$ cat src/rtl/out_port_fifo.sv
// Output-port FIFO: buffers accumulator values written on OUT strobes and drains them over valid/ready.
// Optional build macro OUT_PORT_TAG_EN adds a PC-address tag stored alongside each entry.
module out_port_fifo #(
  parameter int DATA_WIDTH = 8,
  parameter int DEPTH      = 4,
  parameter int ADDR_WIDTH = 6
) (
  input  logic                    clk,
  input  logic                    Reset,
  input  logic                    wr_en_i,
  input  logic [DATA_WIDTH-1:0]   wr_data_i,
`ifdef OUT_PORT_TAG_EN
  input  logic [ADDR_WIDTH-1:0]   wr_addr_i,
  output logic [ADDR_WIDTH-1:0]   out_addr_o,
`endif
  output logic                    full_o,
  output logic [$clog2(DEPTH):0]  count_o,
  output logic                    overflow_o,
  output logic                    out_valid_o,
  input  logic                    out_ready_i,
  output logic [DATA_WIDTH-1:0]   out_data_o
);

  localparam int PTR_W = $clog2(DEPTH);
  localparam int CNT_W = PTR_W + 1;
`ifdef OUT_PORT_TAG_EN
  localparam int ENTRY_W = ADDR_WIDTH + DATA_WIDTH;
`else
  localparam int ENTRY_W = DATA_WIDTH;
`endif

  // Pointer wrap relies on DEPTH being a power of two.
  if (DEPTH < 2 || (DEPTH & (DEPTH - 1)) != 0 || ADDR_WIDTH < 1) begin : g_bad_cfg
    $error("out_port_fifo: DEPTH must be a power of 2 >= 2 and ADDR_WIDTH >= 1");
  end

  logic [ENTRY_W-1:0] mem_q [DEPTH];
  logic [ENTRY_W-1:0] mem_d [DEPTH];
  logic [PTR_W-1:0]   rd_ptr_q, rd_ptr_d;
  logic [PTR_W-1:0]   wr_ptr_q, wr_ptr_d;
  logic [CNT_W-1:0]   count_q, count_d;
  logic               overflow_q, overflow_d;
  logic               push, pop;
  logic [ENTRY_W-1:0] wr_entry;
  logic [ENTRY_W-1:0] rd_entry;

`ifdef OUT_PORT_TAG_EN
  assign wr_entry = {wr_addr_i, wr_data_i};
`else
  assign wr_entry = wr_data_i;
`endif

  assign full_o      = (count_q == CNT_W'(DEPTH));
  assign out_valid_o = (count_q != '0);
  assign count_o     = count_q;
  assign overflow_o  = overflow_q;

  // A pop frees a slot in the same edge, so a full FIFO still accepts a write then.
  assign pop  = out_valid_o && out_ready_i;
  assign push = wr_en_i && (!full_o || pop);

  always_comb begin
    mem_d      = mem_q;
    rd_ptr_d   = rd_ptr_q;
    wr_ptr_d   = wr_ptr_q;
    count_d    = count_q;
    overflow_d = overflow_q;

    if (push) begin
      mem_d[wr_ptr_q] = wr_entry;
      wr_ptr_d        = wr_ptr_q + PTR_W'(1);
    end
    if (pop) begin
      rd_ptr_d = rd_ptr_q + PTR_W'(1);
    end

    case ({push, pop})
      2'b10:   count_d = count_q + CNT_W'(1);
      2'b01:   count_d = count_q - CNT_W'(1);
      default: count_d = count_q;
    endcase

    if (wr_en_i && !push) begin
      overflow_d = 1'b1;
    end
  end

  // Storage is cleared too so out_data_o reads zero straight out of reset.
  always_ff @(posedge clk) begin
    if (Reset) begin
      rd_ptr_q   <= '0;
      wr_ptr_q   <= '0;
      count_q    <= '0;
      overflow_q <= 1'b0;
      for (int i = 0; i < DEPTH; i++) begin
        mem_q[i] <= '0;
      end
    end else begin
      rd_ptr_q   <= rd_ptr_d;
      wr_ptr_q   <= wr_ptr_d;
      count_q    <= count_d;
      overflow_q <= overflow_d;
      mem_q      <= mem_d;
    end
  end

  assign rd_entry   = mem_q[rd_ptr_q];
  assign out_data_o = rd_entry[DATA_WIDTH-1:0];
`ifdef OUT_PORT_TAG_EN
  assign out_addr_o = rd_entry[ENTRY_W-1:DATA_WIDTH];
`endif

endmodule

$ cat config.mk
export PLATFORM = sky130hd
export DESIGN_NAME = out_port_fifo
export DESIGN_NICKNAME = d
export VERILOG_FILES = /design/src/rtl/out_port_fifo.sv
export SDC_FILE = /design/constraint.sdc
export NUM_CORES = 1
export LEC_CHECK = 0
export CAP_MARGIN = 40
export CORE_ASPECT_RATIO = 0.8
export CORE_MARGIN = 1.5
export CORE_UTILIZATION = 35
export DETAILED_ROUTE_END_ITERATION = 10
export GPL_TIMING_DRIVEN = 0
export MAX_ROUTING_LAYER = met4
export PLACE_DENSITY = 0.62
export SLEW_MARGIN = 15
export SYNTH_ARGS = -nofsm -noshare
export SYNTH_HDL_FRONTEND = slang
export SYNTH_SLANG_ARGS = --single-unit
$ cat constraint.sdc
create_clock -name clk -period 2.2 [get_ports clk]
set_input_delay 0.33 -clock clk [delete_from_list [all_inputs] [get_ports clk]]
set_output_delay 0.33 -clock clk [all_outputs]
set_load 0.01 [all_outputs]
Word-level counts from Yosys, hierarchy flattened
Index checks and enable logic that the tools add are counted.
{"block": "classes", "n_eq_ne": 3, "reduce_logical": 9, "bitwise": 2, "add_sub_neg": 4, "mux": 7, "n_lt_le_gt_ge": 3}
{"op": "32-bit bitwise mux", "n": 1}
{"op": "8-bit 2-to-1 mux", "n": 3}
{"op": "8-bit binary-select mux with 2-bit select", "n": 1}
{"op": "8-bit demux with 2-bit select", "n": 1}
{"op": "3-bit >= comparator (second input constant)", "n": 2}
{"op": "2-bit NOT with 3-bit output", "n": 2}
{"op": "3-bit one-hot mux with 2 select lines", "n": 1}
{"op": "2-bit by 1-bit adder with 2-bit output (second input constant)", "n": 2}
{"op": "1-bit logical AND", "n": 4}
{"op": "3-bit by 1-bit adder with 3-bit output (second input constant)", "n": 1}
{"op": "3-bit equality test (second input constant)", "n": 1}
{"op": "3-bit by 1-bit < comparator with 1-bit output (second input constant)", "n": 1}
{"op": "3-bit nonzero test", "n": 1}
{"op": "3-bit by 1-bit subtractor with 3-bit output (second input constant)", "n": 1}
{"op": "2-bit by 1-bit equality test with 1-bit output (second input constant)", "n": 1}
{"op": "2-bit equality test (second input constant)", "n": 1}
{"op": "1-bit logical NOT", "n": 2}
{"op": "2-bit nonzero test", "n": 1}
{"op": "1-bit logical OR", "n": 1}
{"block": "totals", "input_bits": 12, "output_inout_bits": 14, "wordCells": 36, "regBits": 40}

Depth between registers and ports, before layout
Gate-level depths: netlist of the first run.
{"block": "depth", "word_depth": 6, "mapped_depth": 10, "ltp_nobuf": 9}

Least setup slack after synthesis of the first run
Ideal clock, no wire load.
{"block": "synth_path", "path_type": "flip-flop to flip-flop", "startpoint": "reg count_q[0], in the netlist count_o[0]", "endpoint": "reg count_q[2], in the netlist count_o[2]", "n_path_buf": 1, "synth_period_minus_slack_ns": 2.494, "setup_ns": 0.070, "path_slack_ns": -0.294, "required_time_ns": 2.130, "arrival_time_ns": 2.424, "stages_incl_launch_ff": 11, "path_cell_list": "dfxtp_1 or4b_1 buf_6 and2_1 inv_1 ha_1 inv_1 fa_1 xor2_1 or3_1 a21oi_1"}
{"block": "synth_between", "elab_chain_len": 6, "elab_cells_between_ends": 12, "cone_classes": "add/sub (2); eq/ne (3); mux (1); reduce/logical (6)"}
{"item": "start, declared", "line": "41", "rtl": "logic [CNT_W-1:0] count_q, count_d;"}
{"item": "start signal, assigned", "line": "101", "rtl": "count_q <= count_d;"}
{"item": "3-bit equality test or 3-bit nonzero test (tied branches)", "line": "53, 54"}
{"item": "1-bit logical NOT or 1-bit logical AND (tied branches)", "line": "60, 59"}
{"item": "1-bit logical OR", "line": "60", "rtl": "assign push = wr_en_i && (!full_o || pop);"}
{"item": "1-bit logical AND", "line": "60"}
{"item": "2-bit by 1-bit equality test with 1-bit output or 2-bit equality test (tied branches)", "line": "77", "rtl": "case ({push, pop})"}
{"item": "3-bit one-hot mux with 2 select lines or 2-bit nonzero test (tied branches)"}
Parallel ways exist; a longest one is shown, timed or not.
A chain may end at the register's enable or synchronous reset.

Worst setup path in the final report of the first run
{"block": "layout_path", "startpoint": "reg count_q[1], in the netlist count_o[1]", "endpoint": "reg count_q[2], in the netlist count_o[2]"}
Same word-level chain as after synthesis.

==> results of run 1 <==
[power breakdown]
part	switching, W	total [W]	internal, W
clock	0.000255	0.000510	0.000255
combinational	0.000273	0.000640	0.000367
sequential	0.0000875	0.000894	0.000806
total	0.000615	0.00204	0.00143
[synthesized netlist by cell type, drive strengths merged, types with 2 or more instances]
| master | count |
|---|---|
| xor2 | 3 |
| o21ai | 2 |
| buf | 3 |
| inv | 7 |
| nand3 | 5 |
| mux4 | 8 |
| a21oi | 2 |
| ha | 5 |
| clkbuf | 7 |
| or3 | 2 |
| mux2i | 32 |
| nand2b | 41 |
| nor2 | 7 |
| dfxtp | 40 |
[state kept, by name (all words and copies together), names as in the netlist]
name,count
mem_q,32
count_o,3
rd_ptr_q,2
wr_ptr_q,2
overflow_o,1
[worst max-delay path by stage]
stage | startpoint | endpoint | slack, ns | cells after the start
after floorplan | count_o[1] | count_o[2] | -0.12 | 10
final | count_o[1] | count_o[2] | -0.06 | 9
after global placement | out_ready_i | count_o[2] | -0.68 | 11
after global routing | count_o[1] | count_o[2] | -0.15 | 9
after detailed placement | out_ready_i | count_o[2] | -0.68 | 11
after CTS | count_o[1] | count_o[2] | -0.08 | 9
[per-stage QoR]
stage	power [W]	cell area [sq um]	hold WS [ns]
floorplan	0.00127	1960	0.445
global placement	0.00150	2260	0.450
detailed placement	0.00151	2260	0.457
CTS	0.00204	2380	0.404
global route	0.00218	2410	0.437
finish	0.00204	2410	0.415
[layout make-up]
| type | count | area (sq um) | share of cell area |
|---|---|---|---|
| inverters | 7 | 28.8 | 0.0119 |
| repair buffers | 27 | 269 | 0.112 |
| clock inverters | 1 | 7.51 | 0.00312 |
| well taps | 62 | 77.6 | 0.0322 |
| clock buffers | 7 | 86.3 | 0.0358 |
| flip-flops and latches | 40 | 811 | 0.337 |
| multi-input cells | 118 | 1080 | 0.448 |
| plain buffers | 8 | 48.8 | 0.0203 |
[what timing repair did]
action | CTS | global route
buffers inserted | 3 | 1
gates resized for setup | 6 | 8
setup endpoints to repair | 10 | 9
pin swaps | 2 | 1
[layout by cell type, fill, tap and decap left out, types with 2 or more instances in the layout]
master | netlist | final
buf_4 | 0 | 4
dlymetal6s2s_1 | 0 | 4
dfxtp_4 | 0 | 2
or3_1 | 2 | 2
dfxtp_2 | 0 | 2
clkdlybuf4s50_1 | 0 | 18
clkbuf_1 | 7 | 7
clkbuf_8 | 0 | 6
inv_1 | 7 | 5
nor2_1 | 7 | 6
nand2b_1 | 41 | 41
mux2i_1 | 32 | 32
a21oi_2 | 0 | 2
mux4_2 | 8 | 8
nand3_1 | 2 | 2
o21ai_0 | 2 | 2
xor2_1 | 3 | 3
ha_1 | 5 | 4
nand3_2 | 3 | 3
dfxtp_1 | 40 | 36
[layer usage]
layer,part of all wire,GRT usage,up-vias
met5,0,-,-
met4,0.0086,0.0430,0
met3,0.032,0.0417,4
met2,0.45,0.221,18
met1,0.51,0.195,620
li1,-,-,664
[kinds of logic after synthesis]
family / share of synthesized area
XOR/XNOR: 0.0182
multiplexers: 0.259
AND/OR/NAND/NOR: 0.197
adder cells (fa/ha/maj): 0.0428
AO/OA/AOI/OAI: 0.0266
flip-flops: 0.415
buffers and inverters: 0.0415
==> metrics.md, run 1 <==
| Metric | Value |
|---|---|
| Status | complete, but fails checks |
| Violated checks | setup timing |
| N_diodes | 0 |
| Clk_lat worst skew | 0.29 ns |
| Syn Area/Cell | 11.0 sq um |
| Largest area contributor in the netlist | dfxtp_1 |
| 1st-iter DRT viols | 41 |
| WP buf/inv | 2 |
| Crit Path Class | reg2reg |
| Placed insts | 260 |
| EDFF count, synth | 0 |
| Area contributors post-synth | dfxtp_1 (42%), mux2i_1 (17%), nand2b_1 (13%) |
| Worst Hold Launch | Reset |
| Clock root buffer master | clkbuf_8 |
| Pwr Density | 849 nW/um^2 |
| I/O Buffers | 23 |
| Crit start category | register |
| Gp weighted congestion | 0.692 |
| Hold Path Sink | overflow_o |
| Rows | 23 |
| Total CTS buffers | 5 |
| Total wire length | 3.97 mm |
| Slew of the pin with the lowest slew margin | 0.439 ns |
| Clock period minus worst slack | 2.26 ns |
| Global-route wire length before repair | 6.49 mm |
| Drt first pass iters | 4 |
| Hold Path Depth | 2 |
| Arrival time worst endpoint | 2.48 ns |
| Max stage delay on crit path | 0.53 ns |
| Final cycle utilization of the critical path | 1.03 |
| Register area share after synthesis | 0.415 |
| Clk buf depth | 2 |
| FF-to-FF setup slack | -0.06 ns |
| Initial antenna violation count | 0 |
| DRC | 0 |
| Max cap viols | 0 |
| Final Util | 0.468 |
| Crit path max-delay family | simple AND/OR/NAND/NOR gates |
| Reg2reg end | count_o[2] |
| Vias | 1,306 |
| RSZ-0062 raised after global routing | yes |
| Tightest Hold Check Type | in2reg |
| Cell Chain, Critical Path | or4b_4 -> and2_4 -> inv_4 -> ha_4 -> inv_2 -> fa_2 -> xor2_1 -> or3_1 -> a21oi_2 |
| Fin Clk Skew | 0.0107 ns |
| Detailed Place HPWL | 2.71 mm |
| Layout cells sized above 1 | 0.183 |
| FMAX | 442 MHz |
| Top Ports | 26 |
| Syn Nets | 193 |
| Final Hold Fails | 0 |
| Final #Nets | 225 |
| Die width | 86.0 microns |
| H-tree depth | 2 |
| Worst-path clk slew | 0.08 ns |
| Area share of the largest cell type after synthesis | 0.415 |
| Reg2reg start | count_o[1] |
| Total grt overflow | 0 |
| Mapped Cells | 175 |
| Initial cell density of the core | 0.375 |
| Clock sinks | 40 |
| Top FF cell, synth | dfxtp_1 |
| Slew HR | 0.707 |
| CTS tree | yes |
| Slowest stage cell, crit path | or4b_4 |
| Mapped Area | 1930 sq um |
| #FFs+latches synth | 40 |
| Final TNS setup | -0.0620 ns |
| Drt wl/cell | 14.7 microns |
| Tot GR Track Use | 0.148 |
| Critical Path Fanout Max | 3 |
| Peak supply drop | 575 uV |
| Largest net degree at the start of global routing | 13 |
| Hold_buf cts | 0 |
| Worst-case reg-to-reg path depth | 9 |
| Area grow syn2layout | 24.8% |
| Final setup violation count | 1 |
| Non-Filler Instances | 270 |
| Critical path endpoint category | register |
| Core box area | 5150 sq um |
| DP Worst Slack | -0.685 ns |
| Post-synth cell types | 27 |
| Fill cells | 477 |
| YS warnings | 0 |
| Via density | 4.84 |
| Total Die Area | 5970 sq um |
| WP data required | 2.42 ns |
| Crit path setup slack, layout | -0.0620 ns |
| Final Max Tran Viols | 0 |
| Vias in the first global route | 1,314 |
| Die H | 69.4 microns |
| Leakage | 1.05 nW |
| Final antenna-violating net count | 0 |
| FFs w/ async S/R, synth | 0 |
Power figures use the tool's default switching activity.
==> run 2, diff against run 1 <==
--- a/config.mk
+++ b/config.mk
@@ -10,7 +10,7 @@
 export CORE_MARGIN = 1.5
 export CORE_UTILIZATION = 35
 export DETAILED_ROUTE_END_ITERATION = 10
-export GPL_TIMING_DRIVEN = 0
+export GPL_TIMING_DRIVEN = 1
 export MAX_ROUTING_LAYER = met4
 export PLACE_DENSITY = 0.62
 export SLEW_MARGIN = 15
==> metrics.md, run 2 (synthesis gave the netlist of run 1 again) <==
| Metric | Value |
|---|---|
| Layout cells sized above 1 | 0.212 (+0.0296) |
| RSZ-0062 raised after global routing | yes |
| I/O Buffers | 25 (+8.7%) |
| Slew of the pin with the lowest slew margin | 0.447 ns (+0.00760 ns) |
| Via density | 4.96 (+2.5%) |
| Clk_lat worst skew | 0.29 ns (about the same) |
| Gp weighted congestion | 0.719 (+3.9%) |
| DP Worst Slack | -0.543 ns (+0.142 ns) |
| Top Ports | 26 (unchanged) |
| FMAX | 442 MHz (about the same) |
| Peak supply drop | 416 uV (-28%) |
| Clock period minus worst slack | 2.26 ns (+0.000791 ns) |
| Clock sinks | 40 (unchanged) |
| Rows | 23 (unchanged) |
| Total wire length | 4.00 mm (+0.76%) |
| Critical Path Fanout Max | 2 (-1) |
| Violated checks | setup timing |
| Crit start category | register |
| Setup bufs post-CTS | 0 (-3) |
| Total Die Area | 5970 sq um (unchanged) |
| Global-route wire length before repair | 6.66 mm (+2.6%) |
| Worst-path clk slew | 0.08 ns (about the same) |
| Most common cell after layout, fill and taps aside | nand2b_1 |
| Max reg flops | 32 (unchanged) |
| Crit Path Class | reg2reg |
| Detailed Place HPWL | 2.85 mm (+5.4%) |
| Most frequent cells in the layout | nand2b_1 (41), dfxtp_1 (35), mux2i_1 (32) |
| Final hold slack | 0.478 ns (+0.0630 ns) |
| DRC | 0 (unchanged) |
| Fill cells | 455 (-4.6%) |
| Critical path endpoint category | register |
| Crit path setup slack, layout | -0.0628 ns (-0.000791 ns) |
| N_diodes | 0 (unchanged) |
| Area grow syn2layout | 26.1% |
| Hold_buf cts | 0 (unchanged) |
| Drt wl/cell | 14.6 microns (-0.71%) |
| Final #Nets | 230 (+2.2%) |
| Slew HR | 0.698 (-0.00885) |
| Max cap viols | 0 (unchanged) |
| Initial antenna violation count | 0 (unchanged) |
| Largest net degree at the start of global routing | 51 (+38) |
| Total grt overflow | 0 (unchanged) |
| Clk buf depth | 2 (unchanged) |
| Tightest Hold Check Type | reg2reg |
| Final Max Tran Viols | 0 (unchanged) |
| Fin Clk Skew | 0.00700 ns (-0.00375 ns) |
| Vias in the first global route | 1,362 (+3.7%) |
| Final antenna-violating net count | 0 (unchanged) |
| Final setup violation count | 1 (unchanged) |
| Post-cts sizing count | 5 (-1) |
| H-tree depth | 2 (unchanged) |
| Die width | 86.0 microns (unchanged) |
| Drt first pass iters | 4 (unchanged) |
| Largest Register | mem_q |
| Vias | 1,358 (+4.0%) |
| 1st-iter DRT viols | 54 (+32%) |
| Core box area | 5150 sq um (unchanged) |
| Clock root buffer master | clkbuf_8 |
| Total CTS buffers | 5 (unchanged) |
| Arrival time worst endpoint | 2.49 ns (about the same) |
| WP data required | 2.42 ns (about the same) |
| Leakage | 1.07 nW (+1.5%) |
| Final TNS setup | -0.0628 ns (-0.000791 ns) |
| CTS tree | yes |
| Die H | 69.4 microns (unchanged) |
| Final cycle utilization of the critical path | 1.03 (about the same) |
| Initial cell density of the core | 0.375 (unchanged) |
| Status | complete, but fails checks |
| Tot GR Track Use | 0.147 (-0.000582) |
| Final Hold Fails | 0 (unchanged) |
| Pwr Density | 837 nW/um^2 (-1.4%) |
[run 2: changes by cell type in the layout (fill, tap and decap cells not counted), moves of 2 or more]
cell / delta
buf_4: +11
clkdlybuf4s50_1: +2
dlygate4sd2_1: +2
clkbuf_1: -6
dlymetal6s2s_1: -2
[run 2: where the power goes]
| group | switching [W] | internal (W) | total [W] |
|---|---|---|---|
| sequential | 0.0000588 | 0.000804 | 0.000862 |
| combinational | 0.000313 | 0.000400 | 0.000714 |
| clock | 0.000245 | 0.000216 | 0.000461 |
[run 2: final cells by class]
type | count | area (sq um) | share of cell area
Clock inverter | 1 | 5.00 | 0.00206
Clock buffer | 6 | 72.6 | 0.0298
Sequential cell | 40 | 812 | 0.334
Timing Repair Buffer | 40 | 364 | 0.150
Multi-Input combinational cell | 118 | 1070 | 0.441
Inverter | 7 | 28.8 | 0.0118
Tap cell | 62 | 77.6 | 0.0319
[run 2: worst max-delay path, stage by stage (launching register included)]
cell and delay [ns]:
dfxtp_4 0.35, or4b_4 0.52, and2_4 0.19, inv_4 0.05, ha_4 0.13, inv_2 0.03
fa_2 0.32, xor2_1 0.15, or3_1 0.34, a21oi_2 0.12
[run 2: metal layers]
metal / wire length [microns] / track usage / up-vias / share of wire
met5: 0 / - / - / 0
met4: 40 / 0.0376 / 0 / 0.010
met3: 100 / 0.0357 / 5 / 0.025
met2: 1920 / 0.227 / 16 / 0.48
met1: 1930 / 0.195 / 666 / 0.48
li1: - / - / 671 / -
[run 2: path summary, 6_finish.rpt]
kind	end	cells past startpoint	startpoint	slack, ns
max reg2reg	count_o[2]	9	count_o[1]	-0.06
min	mem_q[1]	2	mem_q[1]	0.48
max	count_o[2]	9	count_o[1]	-0.06
min reg2reg	mem_q[1]	2	mem_q[1]	0.48
[run 2: stage by stage]
step / util / instances / area [sq um] / total power, W
after floorplan: - / 175 / 1960 / 0.00127
after global placement: 0.455 / 267 / 2340 / 0.00157
after detailed placement: 0.455 / 267 / 2340 / 0.00160
after CTS: 0.470 / 274 / 2420 / 0.00206
after global routing: 0.472 / 274 / 2430 / 0.00215
final: 0.472 / 274 / 2430 / 0.00204
